<file path="src/rtl/oled_pkg.sv">
// rtl/oled_pkg.sv - shared encodings and constants for the OLED SPI transmitter
package oled_pkg;

    typedef enum logic [1:0] {
        ST_IDLE  = 2'd0,
        ST_SHIFT = 2'd1,
        ST_GAP   = 2'd2
    } state_t;

    localparam logic DC_CMD    = 1'b0;
    localparam logic DC_DATA   = 1'b1;
    localparam logic SCLK_IDLE = 1'b1;

    // Counter width able to hold 0..n, never narrower than one bit
    function automatic int cnt_width(input int n);
        return (n < 1) ? 1 : $clog2(n + 1);
    endfunction

endpackage

</file>
<file path="src/rtl/oled_spi_baud.sv">
// rtl/oled_spi_baud.sv - SCLK half-period tick generator, restarted on every accepted byte
module oled_spi_baud
    import oled_pkg::*;
#(
    parameter int CLK_DIV = 4
) (
    input  logic clk,
    input  logic rst,
    input  logic i_clr,
    input  logic i_en,
    output logic o_tick
);

    localparam int W = cnt_width(CLK_DIV);

    logic [W-1:0] r_div_cnt;

    always_ff @(posedge clk) begin
        if (rst || i_clr) begin
            r_div_cnt <= '0;
        end else if (i_en) begin
            if (r_div_cnt == W'(CLK_DIV - 1)) begin
                r_div_cnt <= '0;
            end else begin
                r_div_cnt <= r_div_cnt + W'(1);
            end
        end
    end

    // Tick on count zero so the first half-period starts the cycle after a clear
    assign o_tick = i_en & (r_div_cnt == '0);

endmodule

</file>
<file path="src/rtl/oled_spi_tx.sv">
// rtl/oled_spi_tx.sv - SSD1306 byte-level SPI transmitter; OLED_SPI_CS_EN adds a driven cs_n
module oled_spi_tx
    import oled_pkg::*;
#(
    parameter int CLK_DIV    = 4,
    parameter int GAP_CYCLES = 2
) (
    input  logic       clk,
    input  logic       rst,
    input  logic       i_tx_valid,
    input  logic [7:0] i_tx_data,
    input  logic       i_tx_dc,
    output logic       o_tx_ready,
    output logic       o_busy,
    output logic       o_sclk,
    output logic       o_sdin,
`ifdef OLED_SPI_CS_EN
    output logic       o_cs_n,
`endif
    output logic       o_dc
);

    localparam int GW = cnt_width(GAP_CYCLES);

    state_t         r_state;
    logic [7:0]     r_shreg;
    logic [2:0]     r_bit_cnt;
    logic           r_last;
    logic [GW-1:0]  r_gap_cnt;
    logic           r_sclk;
    logic           r_sdin;
    logic           r_dc;
`ifdef OLED_SPI_CS_EN
    logic           r_cs_n;
`endif

    logic w_accept;
    logic w_shift;
    logic w_tick;

    assign o_tx_ready = (r_state == ST_IDLE) & ~rst;
    assign w_accept   = i_tx_valid & o_tx_ready;
    assign w_shift    = (r_state == ST_SHIFT);

    oled_spi_baud #(
        .CLK_DIV (CLK_DIV)
    ) u_baud (
        .clk    (clk),
        .rst    (rst),
        .i_clr  (w_accept),
        .i_en   (w_shift),
        .o_tick (w_tick)
    );

    always_ff @(posedge clk) begin
        if (rst) begin
            r_state   <= ST_IDLE;
            r_shreg   <= '0;
            r_bit_cnt <= '0;
            r_last    <= 1'b0;
            r_gap_cnt <= '0;
            r_sclk    <= SCLK_IDLE;
            r_sdin    <= 1'b0;
            r_dc      <= DC_CMD;
`ifdef OLED_SPI_CS_EN
            r_cs_n    <= 1'b1;
`endif
        end else begin
            case (r_state)
                ST_IDLE: begin
                    if (w_accept) begin
                        r_shreg   <= i_tx_data;
                        r_dc      <= i_tx_dc;
                        r_bit_cnt <= 3'd7;
                        r_last    <= 1'b0;
                        r_state   <= ST_SHIFT;
`ifdef OLED_SPI_CS_EN
                        r_cs_n    <= 1'b0;
`endif
                    end
                end
                ST_SHIFT: begin
                    if (w_tick) begin
                        if (!r_sclk) begin
                            // Rising edge: the panel samples the bit presented on the last fall
                            r_sclk <= 1'b1;
                            if (r_bit_cnt == 3'd0) begin
                                r_last <= 1'b1;
                            end else begin
                                r_bit_cnt <= r_bit_cnt - 3'd1;
                            end
                        end else if (r_last) begin
                            r_gap_cnt <= '0;
                            r_state   <= (GAP_CYCLES == 0) ? ST_IDLE : ST_GAP;
`ifdef OLED_SPI_CS_EN
                            r_cs_n    <= 1'b1;
`endif
                        end else begin
                            r_sclk  <= 1'b0;
                            r_sdin  <= r_shreg[7];
                            r_shreg <= {r_shreg[6:0], 1'b0};
                        end
                    end
                end
                ST_GAP: begin
                    if (r_gap_cnt == GW'(GAP_CYCLES - 1)) begin
                        r_state <= ST_IDLE;
                    end else begin
                        r_gap_cnt <= r_gap_cnt + GW'(1);
                    end
                end
                default: begin
                    r_state <= ST_IDLE;
                end
            endcase
        end
    end

    assign o_busy = (r_state != ST_IDLE);
    assign o_sclk = r_sclk;
    assign o_sdin = r_sdin;
    assign o_dc   = r_dc;
`ifdef OLED_SPI_CS_EN
    assign o_cs_n = r_cs_n;
`endif

endmodule

</file>
<file path="config.mk">
export PLATFORM = sky130hd
export DESIGN_NAME = oled_spi_tx
export DESIGN_NICKNAME = d
export VERILOG_FILES = /design/src/rtl/oled_pkg.sv /design/src/rtl/oled_spi_baud.sv /design/src/rtl/oled_spi_tx.sv
export SDC_FILE = /design/constraint.sdc
export NUM_CORES = 1
export LEC_CHECK = 0
export ABC_AREA = 1
export BUFFER_PORTS_ARGS = -buffer_cell sky130_fd_sc_hd__buf_2
export CAP_MARGIN = 20
export CORE_ASPECT_RATIO = 1.5
export CORE_MARGIN = 4
export CORE_UTILIZATION = 40
export CTS_BUF_LIST = sky130_fd_sc_hd__clkbuf_8
export CTS_CLUSTER_DIAMETER = 120
export DETAILED_ROUTE_END_ITERATION = 6
export PLACE_DENSITY = 0.61
export SLEW_MARGIN = 40
export SYNTH_ARGS = -nofsm -noshare
export SYNTH_HDL_FRONTEND = slang
export SYNTH_SLANG_ARGS = --single-unit
</file>
<file path="constraint.sdc">
create_clock -name clk -period 1.3 [get_ports clk]
set_clock_uncertainty 0.1 [all_clocks]
set_input_delay 0.195 -clock clk [delete_from_list [all_inputs] [get_ports clk]]
set_output_delay 0.195 -clock clk [all_outputs]
set_load 0.01 [all_outputs]
</file>
; Word level (Yosys, flattened, before mapping)
; Index checks and enable logic that the tools add are counted.
; Widths: inputs -> output; s select.
[classes]
add_sub_neg = 3
mul = 0
n_div = 0
order_cmp = 0
eq_ne = 14
shifts = 0
n_mux = 29
n_bitwise = 5
n_reduce_logical = 15
[op_table]
columns = operator, count
row1 = $mux 8, 4
row2 = $reduce_and 5->1, 5
row3 = $mux 2, 9
row4 = $ne 2x2->1 const B, 9
row5 = $pmux 8 s2, 1
row6 = $mux 3, 5
row7 = $logic_not 3->1, 2
row8 = $mux 1, 6
row9 = $pmux 2 s3, 1
row10 = $pmux 3 s2, 1
row11 = $reduce_bool 2->1, 3
row12 = $eq 2x1->1 const B, 2
row13 = $pmux 2 s2, 1
row14 = $reduce_and 2->1, 2
row15 = $reduce_and 4->1, 1
row16 = $add 3x1->3 const B, 1
row17 = $and 1x1->1, 3
row18 = $eq 3x2->1 const B, 1
row19 = $sub 3x1->3 const B, 1
row20 = $add 2x1->2 const B, 1
row21 = $eq 2x2->1 const B, 1
row22 = $logic_not 2->1, 1
row23 = $ne 2x1->1 const B, 1
row24 = $not 1->1, 2
row25 = 2 further kinds, 2
[totals]
ff_bits = 22
latch_bits = 0
ramBits = 0
mem_bits_ro = 0
input_bits = 12
out_inout_bits = 5
word_cells = 75
mem_count = 0

; Longest topological paths before layout
; Gate-level depths: netlist of run 1.
[depth]
depth_word = 5
depth_mapped = 9
mapped_depth_nobuf = 8

; Modules after synthesis
; A second synthesis of run 1 with hierarchy kept.
[unflattened]
hier_cells = 176
area_unflattened_um2 = 1206.2
[modules_own_cells]
columns = module, n_inst, cells_per_inst, area_each_um2, seq_area_each_um2
row1 = oled_spi_tx, 1, 153, 1042.2, 380.4
row2 = oled_spi_baud, 1, 23, 163.9, 60.1

; Worst setup path after synthesis of run 1
; OpenSTA, ideal clock, no wires.
[synth_timing]
path_type = register -> register
startpoint = register u_baud.r_div_cnt[0]
endpoint = register r_shreg[7]
setup_time_ns = 0.113
arrival_ns = 1.122
required_ns = 1.087
slack_ns = -0.035
path_stages_with_launch = 10
n_path_buf = 1
synth_period_minus_slack_ns = 1.335
cell_sequence = dfxtp_1 > inv_1 > ha_1 > nand3_1 > nand2_4 > nand3_4 > buf_6 > nand2_1 > nand2_1 > nor2_1
[synth_between]
elab_chain_len = 4
[synth_rtl]
columns = element, line
row1 = start: declaration, oled_spi_baud.sv:16  ; logic [W-1:0] r_div_cnt;
row2 = start signal: assignment, oled_spi_baud.sv:25  ; r_div_cnt <= r_div_cnt + W'(1);
row3 = $logic_not 3->1, oled_spi_baud.sv:31  ; assign o_tick = i_en & (r_div_cnt == '0);
row4 = $and 1x1->1, oled_spi_baud.sv:31
row5 = $ne 2x2->1 (no source line), --
row6 = $reduce_and 5->1 (no source line), --
row7 = end signal: assignment, oled_spi_tx.sv:72  ; r_shreg <= i_tx_data;
row8 = end signal: assignment, oled_spi_tx.sv:101  ; r_shreg <= {r_shreg[6:0], 1'b0};
row9 = end: declaration, oled_spi_tx.sv:26  ; logic [7:0] r_shreg;
; Every way passes these cells.
; A chain may end at the register's enable or synchronous reset.

; Worst setup path in the final report of run 1
[layout_timing]
startpoint = register r_state[1]
endpoint = output port o_tx_ready
[layout_between]
elab_chain_len = 2
[layout_rtl]
columns = element, line
row1 = start: declaration, oled_spi_tx.sv:25  ; state_t r_state;
row2 = start signal: assignment, oled_spi_tx.sv:94  ; r_state <= (GAP_CYCLES == 0) ? ST_IDLE : ST_GAP;
row3 = $logic_not 2->1, oled_spi_tx.sv:41  ; assign o_tx_ready = (r_state == ST_IDLE) & ~rst;
row4 = $and 1x1->1, oled_spi_tx.sv:41
row5 = end: declaration, oled_spi_tx.sv:13  ; output logic o_tx_ready,
; Every way passes these cells.

==> key figures, run 1 <==
Timing
  • Unrepaired setup endpoints after global routing: yes
  • Slew Viols, Final: 0
  • TNS Setup: -0.0534 ns
  • Period Utilization, post-route: 103%
  • Period minus WS final: 1.34 ns
  • # setup viols final: 5
  • Peak Freq: 748 MHz
  • Hold Fails Final Rpt: 0
  • Setup ws final: -0.0361 ns
  • Worst slew margin: 74.1%
  • Worst-Margin Slew: 0.388 ns

Critical path
  • Worst r2r src: u_baud.r_div_cnt[1]
  • Worst Setup End Kind: output pin
  • Internal reg-to-reg setup slack: -0.01 ns
  • R2r worst-path depth: 7
  • Crit path kind: reg2out
  • CP endpoint: o_tx_ready
  • Worst setup SP type: flop
  • Critical path required time: 1.00 ns
  • Critical path origin: r_state[1]
  • CP max FO: 3
  • Worst path arrival time: 1.04 ns
  • Reg-to-reg endpoint: r_bit_cnt[0]

Cells and area
  • Fill count: 259
  • Finished Layout Cells: 231
  • Multi-input logic area: 693 µm²
  • Antenna diodes: 0
  • Final instance area: 0.00151 mm²
  • P&R area growth vs syn: 29.1%
  • Share of post-route cells with drive strength above 1: 36.1%
  • NumNets Final: 213
  • FF+latch area: 453 µm²

GRT
  • GRT Total Usage: 14.1%
  • First-pass GRT wire length: 4.23 mm
  • Initial antenna violation count: 0
  • Vias in the first global route: 1036
  • Gr ovfl total: 0
  • Largest net degree at the start of global routing: 16

Yosys
  • Cells after synthesis: 168
  • Count leader, synth: nand2_1
  • Ys Warns: 0
  • Post-synth top area share: 37.7%
  • Cell taking the most area after synthesis: dfxtp_1
  • Synth area leaders: dfxtp_1 (38%), nand2_1 (13%), nor2_1 (8.0%)
  • Flops & latches, synth: 22
  • Mapped Area: 0.00117 mm²
  • Mapped Nets: 185
  • Asr flop ratio synth: 0%
  • Avg Inst Size Synth: 6.96 µm²
  • Synth unique cells: 25
  • Register area share after synthesis: 37.7%
  • Predominant post-synthesis flop cell: dfxtp_1
  • Post-synth EDFFs: 0
  • Top post-synthesis cells by count: nand2_1 (40), nor2_1 (25), inv_1 (23)

Pwr
  • Maximum vdd drop: 811 µV
  • Comb pwr share: 38.0%
  • Sw Ratio: 35.7%
  • Cell internal pwr: 1.31 mW
  • Pleak: 0.722 nW
  • Clock power share: 20.3%
  • Psw: 0.726 mW
  • Total power: 2.04 mW
  • Power Dens Cells: 1350 mW/mm²
  • Sequential share of power: 41.7%

Floorplanning
  • Die Ht: 74.2 µm
  • FP Rows: 23
  • Initial core utilization: 42.7%
  • IO Pins: 17
  • Die W: 52.1 µm
  • Total core area: 0.00273 mm²
  • Die Footprint: 0.00387 mm²

Route
  • Remaining DRCs: 0
  • Final wirelength: 2.47 mm
  • DR WL/cell: 10.7 µm
  • First-pass DRT Iterations: 5
  • DR vias/cell: 4.69
  • Antenna Nets Post-Route: 0
  • Number of DRC markers in iteration 0: 9
  • Via count: 1083

Clocking
  • CTS tree: built
  • CTS sink count: 22
  • Num CTS Buffers: 3
  • Clock Pin Slew Worst Setup and Hold Paths: 0.07 ns
  • Clock root cell: clkbuf_8
  • Max Root-Sink Buffers: 2
  • Clk_lat worst skew: 0.26 ns
  • CTS H-tree lvls: 1

Status
  • Failing checks: setup timing
  • Outcome: finished, violations left

Placement
  • Area after DPL: 0.00135 mm²
  • Placed cell count: 225
  • RePlAce Congestion: 0.804
  • Final HPWL DP: 1.86 mm
  • Port buffer count: 16

Worst hold path
  • Hold path cells: 3
  • Hold Path Class: in2reg

Flow run
  • Maxcap violations: 0
-- stage by stage --
step	hold WS, ns	setup slack, ns	util, %
6_report	0.0392	-0.0361	55.2
5_1_grt	0.0866	-0.105	55.2
4_1_cts	0.0332	-0.0420	52.7
3_5_place_dp	0.306	-0.0318	49.2
3_3_place_gp	0.289	-0.0127	49.2
2_1_floorplan	0.205	0.00650	-
-- what timing repair did --
action / in CTS / in global routing
pin swaps: 3 / 14
setup buffers: 1 / 1
hold buffers: 0 / 0
cloned: 0 / 1
setup endpoints to repair: 17 / 17
gates resized for setup: 16 / 17
-- power groups by stage --
stage / logic (mW) / clock network (mW) / registers [mW]
after floorplan: 0.509 / 0 / 0.852
after global placement: 0.662 / 0 / 0.850
after detailed placement: 0.675 / 0 / 0.856
after CTS: 0.716 / 0.432 / 0.846
after global routing: 0.885 / 0.447 / 0.860
final: 0.773 / 0.412 / 0.849
-- worst min path at each step --
stage	start	endpoint	slack [ns]
2_1_floorplan	i_tx_dc	o_dc	0.21
3_3_place_gp	i_tx_dc	o_dc	0.29
3_5_place_dp	i_tx_dc	o_dc	0.31
4_1_cts	i_tx_dc	o_dc	0.03
5_1_grt	i_tx_dc	o_dc	0.09
6_report	i_tx_dc	o_dc	0.04
-- kinds of logic after synthesis --
logic type,count (synthesis),share of synthesized area (%)
buffers and inverters,30,10.8
and+or+nand+nor,85,32.5
AOI/OAI and AO/OA,25,12.8
xor gates and xnor gates,1,0.750
adders and majority gates,5,5.35
DFF,22,37.7
-- placed cells by master, fill, tap and decap left out, types with 4 or more instances in the layout --
cell	netlist	final
a21oi_1	6	5
buf_2	2	15
buf_4	1	8
dfxtp_1	22	14
dfxtp_2	0	7
inv_1	23	18
inv_2	3	8
nand2_1	40	37
nand2_2	3	5
nand3_1	8	4
nand3_2	0	4
nor2_1	25	23
nor2_4	1	4
o21ai_0	10	10
-- critical path, cell delays in order, from the launching register on --
cell	delay, ns
dfxtp_4	0.37
nor2_4	0.12
inv_2	0.08
nor2_4	0.11
buf_6	0.11
-- layer usage --
| metal | vias up | routed length (µm) | track usage [%] |
|---|---|---|---|
| met3 | 4 | 74 | 2.00 |
| met4 | 0 | 29 | 4.26 |
| met2 | 13 | 1360 | 28.1 |
| met5 | - | 0 | 0 |
| met1 | 488 | 1000 | 14.7 |
| li1 | 578 | - | - |
-- registers in the layout (all words and copies together), names as in the netlist --
name / cells
o_dc: 1
o_sclk: 1
o_sdin: 1
r_bit_cnt: 3
r_gap_cnt: 2
r_last: 1
r_shreg: 8
r_state: 2
u_baud.r_div_cnt: 3
-- area by class of cell --
cell class / count / share of cell area (%)
Sequential cell: 22 / 30.0
Tap cell: 37 / 3.07
Clock buffer: 3 / 2.74
Timing Repair Buffer: 26 / 11.8
Multi-Input combinational cell: 117 / 45.9
Inverter: 26 / 6.47
Note: power is estimated with default switching activity, not from simulation.
==> run 2, diff against run 1 <==
ABC_AREA = default   (was 1)
==> key figures, run 2 <==
Cells and area
  • Most common cell after layout, fill and taps aside: buf_4
  • Antenna diodes: 0
  • Share of post-route cells with drive strength above 1: 47.3%
  • P&R area growth vs syn: 46.1%
  • Fill count: 214
  • Max FFs per register: 8
  • NumNets Final: 184
  • Top Registers: r_shreg: 8 flops, r_bit_cnt: 3 flops, u_baud.r_div_cnt: 3 flops
  • Biggest register: r_shreg
  • Leading cell types in the layout, fill and taps excluded: buf_4 (23), nand2_1 (20), dfxtp_1 (17), buf_2 (15), nor2_1 (11)

Timing
  • Unrepaired setup endpoints after global routing: yes
  • Hold WS: 0.0647 ns
  • Period Utilization, post-route: 126%
  • Slew Viols, Final: 0
  • Setup ws final: -0.335 ns
  • Period minus WS final: 1.63 ns
  • Peak Freq: 612 MHz
  • Worst-Margin Slew: 0.317 ns
  • # setup viols final: 23
  • Hold Fails Final Rpt: 0
  • Worst slew margin: 78.8%

Placement
  • RePlAce Congestion: 0.734
  • Final HPWL DP: 1.93 mm
  • Pre-CTS setup slack: -0.357 ns
  • Port buffer count: 16

Yosys
  • Synth unique cells: 31
  • Count leader, synth: dfxtp_1
  • Cell taking the most area after synthesis: dfxtp_1
  • Ys Warns: 0
  • Register area share after synthesis: 42.0%
  • Post-synth top area share: 42.0%
  • Predominant post-synthesis flop cell: dfxtp_1
  • Avg Inst Size Synth: 8.53 µm²
  • Cells after synthesis: 123
  • Mapped Area: 0.00105 mm²
  • Synth area leaders: dfxtp_1 (42%), nand2_1 (7.2%), nor2_1 (6.1%)
  • Top post-synthesis cells by count: dfxtp_1 (22), nand2_1 (20), nor2_1 (17)
  • Post-synth EDFFs: 0
  • Asr flop ratio synth: 0%
  • Mapped Nets: 140
  • Flops & latches, synth: 22

Clocking
  • Clock Pin Slew Worst Setup and Hold Paths: 0.08 ns
  • Max Root-Sink Buffers: 2
  • Hold buffers post-CTS: 0
  • Num CTS Buffers: 3
  • Clock root cell: clkbuf_8
  • CTS sink count: 22
  • CTS tree: built
  • CTS H-tree lvls: 1
  • Clk_lat worst skew: 0.26 ns

Route
  • Via count: 1020
  • Met1 WL: 992 µm
  • Number of DRC markers in iteration 0: 18
  • DR vias/cell: 5.40
  • DR WL met2: 1.54 mm
  • Met3 wire len: 79 µm
  • Final wirelength: 2.65 mm
  • Antenna Nets Post-Route: 0
  • Remaining DRCs: 0
  • First-pass DRT Iterations: 4
  • DR WL/cell: 14.0 µm
  • Top sig layer: met4

Floorplanning
  • Die Ht: 70.7 µm
  • FP Rows: 22
  • Total core area: 0.00248 mm²
  • Die W: 49.8 µm
  • IO Pins: 17
  • Die Footprint: 0.00352 mm²
  • Initial core utilization: 42.4%

Critical path
  • Critical path required time: 1.38 ns
  • Worst Setup End Kind: flop
  • CP max FO: 10
  • Worst setup SP type: flop
  • Worst path arrival time: 1.71 ns
  • Crit path kind: reg2reg

Pwr
  • Cell internal pwr: 1.26 mW
  • Psw: 0.540 mW
  • Sw Ratio: 30.1%
  • Maximum vdd drop: 683 µV
  • Clock power share: 23.4%
  • Power Dens Cells: 1170 mW/mm²
  • Pleak: 0.651 nW
  • Comb pwr share: 32.4%
  • Sequential share of power: 44.2%

Flow run
  • Maxcap violations: 0

Status
  • Outcome: finished, violations left
  • Failing checks: setup timing

GRT
  • Initial antenna violation count: 0
  • Vias in the first global route: 1090
  • Gr ovfl total: 0
  • First-pass GRT wire length: 4.40 mm
  • GRT Total Usage: 15.8%
  • Largest net degree at the start of global routing: 21

Worst hold path
  • Hold Path Class: in2reg
run 2: changes by cell type in the layout (fill, tap and decap cells not counted), moves of 6 or more:
cell,before,now
a311oi_1,0,6
buf_4,8,23
inv_1,18,7
nand2_1,37,20
nor2_1,23,11
o21ai_0,10,1
run 2: worst paths after layout:
check / endpoint / start / slack, ns / cells past startpoint
worst max register to register: r_shreg[7] / r_state[1] / -0.33 / 5
worst min-delay path: o_dc / i_tx_dc / 0.06 / 3
worst max-delay path: r_shreg[7] / r_state[1] / -0.33 / 5
worst min register to register: o_dc / o_dc / 0.38 / 2
run 2: cells by family (layout without fill, tap and decap cells):
logic type	Yosys count	in the layout	share of synthesized area [%]
AOI/OAI and AO/OA	29	29	21.0
buffers and inverters	16	58	7.51
DFF	22	22	42.0
adders and majority gates	5	5	5.96
and+or+nand+nor	51	51	23.6
run 2: per-stage QoR:
stage               cell area [µm²]  utilization [%]  std cells  power [mW]  setup TNS, ns
floorplan                      1110                -        123        1.12          -3.08
global placement               1370             55.2        180        1.30          -3.87
detailed placement             1370             55.2        180        1.32          -4.57
CTS                            1440             58.2        184        1.77          -4.92
global route                   1530             61.9        189        1.89          -6.30
finish                         1530             61.9        189        1.80          -4.92
run 2: power by group through the flow:
stage,clock (mW),combinational [mW],sequential (mW)
6_report,0.421,0.582,0.795
5_1_grt,0.451,0.639,0.804
4_1_cts,0.437,0.539,0.794
3_5_place_dp,0,0.512,0.811
3_3_place_gp,0,0.492,0.807
2_1_floorplan,0,0.306,0.810
run 2: critical path: stages, from the launching register on:
cell      delay [ns]
dfxtp_2         0.35
or4b_4          0.56
o21ai_4         0.16
buf_4           0.18
nor2_4          0.03
a311oi_2        0.17
run 2: timing repair:
item / CTS / global route
buffers inserted: 1 / 5
gates resized for setup: 8 / 16
endpoints found under the setup margin: 24 / 24
pin swaps: 3 / 2
run 2: cell type report:
cell class | count | area, µm² | share of cell area, %
flip-flops and latches | 22 | 449 | 29.3
multi-input cells | 85 | 641 | 41.8
repair buffers | 45 | 335 | 21.9
well taps | 24 | 30.0 | 1.96
inverters | 10 | 37.5 | 2.45
clock buffers | 3 | 41.3 | 2.69
run 2: routing by layer:
| layer | vias to the layer above | GRT usage, % |
|---|---|---|
| li1 | 508 | - |
| met1 | 489 | 14.8 |
| met2 | 19 | 32.8 |
| met3 | 4 | 2.11 |
| met4 | 0 | 5.54 |
| met5 | - | 0 |
==> run 3, diff against run 2 <==
CORE_ASPECT_RATIO = default   (was 1.5)
CTS_BUF_LIST = sky130_fd_sc_hd__clkbuf_16   (was sky130_fd_sc_hd__clkbuf_8)
RECOVER_POWER = 25   (was default)
==> key figures, run 3 (synthesized netlist as in run 2, its figures left out) <==
Status
  • Outcome: finished, violations left
  • Failing checks: setup timing

GRT
  • Largest net degree at the start of global routing: 21
  • Vias in the first global route: 970
  • First-pass GRT wire length: 4.03 mm
  • Initial antenna violation count: 0
  • GRT Total Usage: 15.2%
  • Gr ovfl total: 0

Pwr
  • Clock power share: 30.3%
  • Maximum vdd drop: 828 µV
  • Sequential share of power: 38.0%
  • Cell internal pwr: 1.51 mW
  • Total power: 2.10 mW
  • Sw Ratio: 27.9%
  • Psw: 0.585 mW
  • Pleak: 0.707 nW
  • Comb pwr share: 31.7%
  • Power Dens Cells: 1250 mW/mm²

Clocking
  • Num CTS Buffers: 3
  • CTS sink count: 22
  • Clock Pin Slew Worst Setup and Hold Paths: 0.06 ns
  • Clk_lat worst skew: 0.25 ns
  • Max Root-Sink Buffers: 2
  • CTS H-tree lvls: 1
  • CTS tree: built
  • Clock root cell: clkbuf_16
  • Hold buffers post-CTS: 0

Cells and area
  • Multi-input logic area: 679 µm²
  • Leading cell types in the layout, fill and taps excluded: buf_4 (21), nand2_1 (18), dfxtp_1 (17), buf_2 (14), nor2_1 (11)
  • Most common cell after layout, fill and taps aside: buf_4
  • Top Registers: r_shreg: 8 flops, r_bit_cnt: 3 flops, u_baud.r_div_cnt: 3 flops
  • Biggest register: r_shreg
  • NumNets Final: 188
  • P&R area growth vs syn: 59.8%
  • FF+latch area: 449 µm²
  • Antenna diodes: 0
  • Max FFs per register: 8
  • Share of post-route cells with drive strength above 1: 52.7%
  • Final Core Density: 67.1%
  • Fill count: 211

Critical path
  • Worst setup SP type: flop
  • Worst r2r src: u_baud.r_div_cnt[0]
  • CP max FO: 3
  • R2r worst-path depth: 6
  • CP cell instances: inv_2 -> ha_4 -> nand4bb_4 -> or4_1 -> a31oi_1 -> a311oi_1
  • Crit path kind: reg2reg
  • Worst Setup End Kind: flop
  • Critical path origin: u_baud.r_div_cnt[0]
  • Critical path required time: 1.33 ns
  • Reg-to-reg endpoint: r_bit_cnt[2]
  • Worst path max stage delay: 0.52 ns
  • Worst path arrival time: 1.68 ns
  • CP max stage cell: or4_1
  • Internal reg-to-reg setup slack: -0.35 ns

Worst hold path
  • WHS Endpoint: r_shreg[0]
  • Min-delay src: i_tx_data[0]
  • Hold path cells: 3
  • Hold Path Class: in2reg

Floorplanning
  • Die Footprint: 0.00351 mm²
  • Initial core utilization: 42.0%
  • Total core area: 0.00250 mm²
  • Die W: 59.2 µm
  • Die Ht: 59.2 µm
  • FP Rows: 18
  • IO Pins: 17

Route
  • DR vias/cell: 5.05
  • Final wirelength: 2.53 mm
  • Number of DRC markers in iteration 0: 32
  • First-pass DRT Iterations: 4
  • Via count: 1004
  • Remaining DRCs: 0
  • Antenna Nets Post-Route: 0
  • DR WL/cell: 12.7 µm

Timing
  • Worst slew margin: 79.3%
  • Setup ws final: -0.345 ns
  • Unrepaired setup endpoints after global routing: yes
  • Worst-Margin Slew: 0.310 ns
  • Peak Freq: 608 MHz
  • Period minus WS final: 1.65 ns
  • Hold WS: 0.0816 ns
  • # setup viols final: 24
  • Slew Viols, Final: 0
  • Hold Fails Final Rpt: 0
  • Period Utilization, post-route: 127%

Placement
  • Final HPWL DP: 1.69 mm
  • Port buffer count: 16
  • RePlAce Congestion: 0.739

Flow run
  • Maxcap violations: 0
-- run 3: power groups by stage --
stage / Clock (mW) / Sequential [mW] / Combinational, mW
after detailed placement: 0 / 0.808 / 0.505
after CTS: 0.653 / 0.796 / 0.578
after global routing: 0.678 / 0.807 / 0.724
after global placement: 0 / 0.804 / 0.490
after floorplan: 0 / 0.810 / 0.306
final: 0.636 / 0.796 / 0.664
-- run 3: cell type report --
class | count | share of cell area [%]
Clock buffer | 3 | 4.47
Inverter | 10 | 2.24
Multi-Input combinational cell | 85 | 40.5
Sequential cell | 22 | 26.8
Tap cell | 30 | 2.24
Timing Repair Buffer | 49 | 23.8
-- run 3: worst max path at each step --
stage | endpoint | slack (ns) | depth (start not counted)
global placement | r_bit_cnt[2] | -0.29 | 6
finish | r_bit_cnt[2] | -0.35 | 6
CTS | r_bit_cnt[2] | -0.32 | 6
detailed placement | r_bit_cnt[2] | -0.31 | 6
floorplan | r_bit_cnt[2] | -0.30 | 6
global route | r_bit_cnt[2] | -0.41 | 6
-- run 3: layer usage --
metal  GRT usage (%)  routed length (µm)  vias up
met4            6.80                  40        0
met5               0                   0        -
li1                -                   -      520
met2            25.1                1260       12
met1            18.2                1140      467
met3            4.36                  90        5
-- run 3: timing repair --
action	CTS	global route
setup endpoints to repair	23	24
gates resized for setup	15	25
setup buffers	6	3
pin swaps	3	14
-- run 3: per-stage QoR --
| stage | setup slack, ns | area [µm²] | std cells | TNS (ns) |
|---|---|---|---|---|
| after global placement | -0.285 | 1390 | 188 | -3.98 |
| after detailed placement | -0.313 | 1390 | 188 | -4.37 |
| after floorplan | -0.295 | 1110 | 123 | -3.08 |
| after CTS | -0.324 | 1560 | 197 | -5.32 |
| after global routing | -0.415 | 1680 | 199 | -6.81 |
| final | -0.345 | 1680 | 199 | -5.42 |
-- run 3: worst max-delay path: cells and delay by family (launching register included) --
| family | cells | cell delay [ns] |
|---|---|---|
| compound gates | 2 | 0.23 |
| fa+ha+maj | 1 | 0.15 |
| buf+inv | 1 | 0.07 |
| flops | 1 | 0.32 |
| simple gates | 2 | 0.65 |
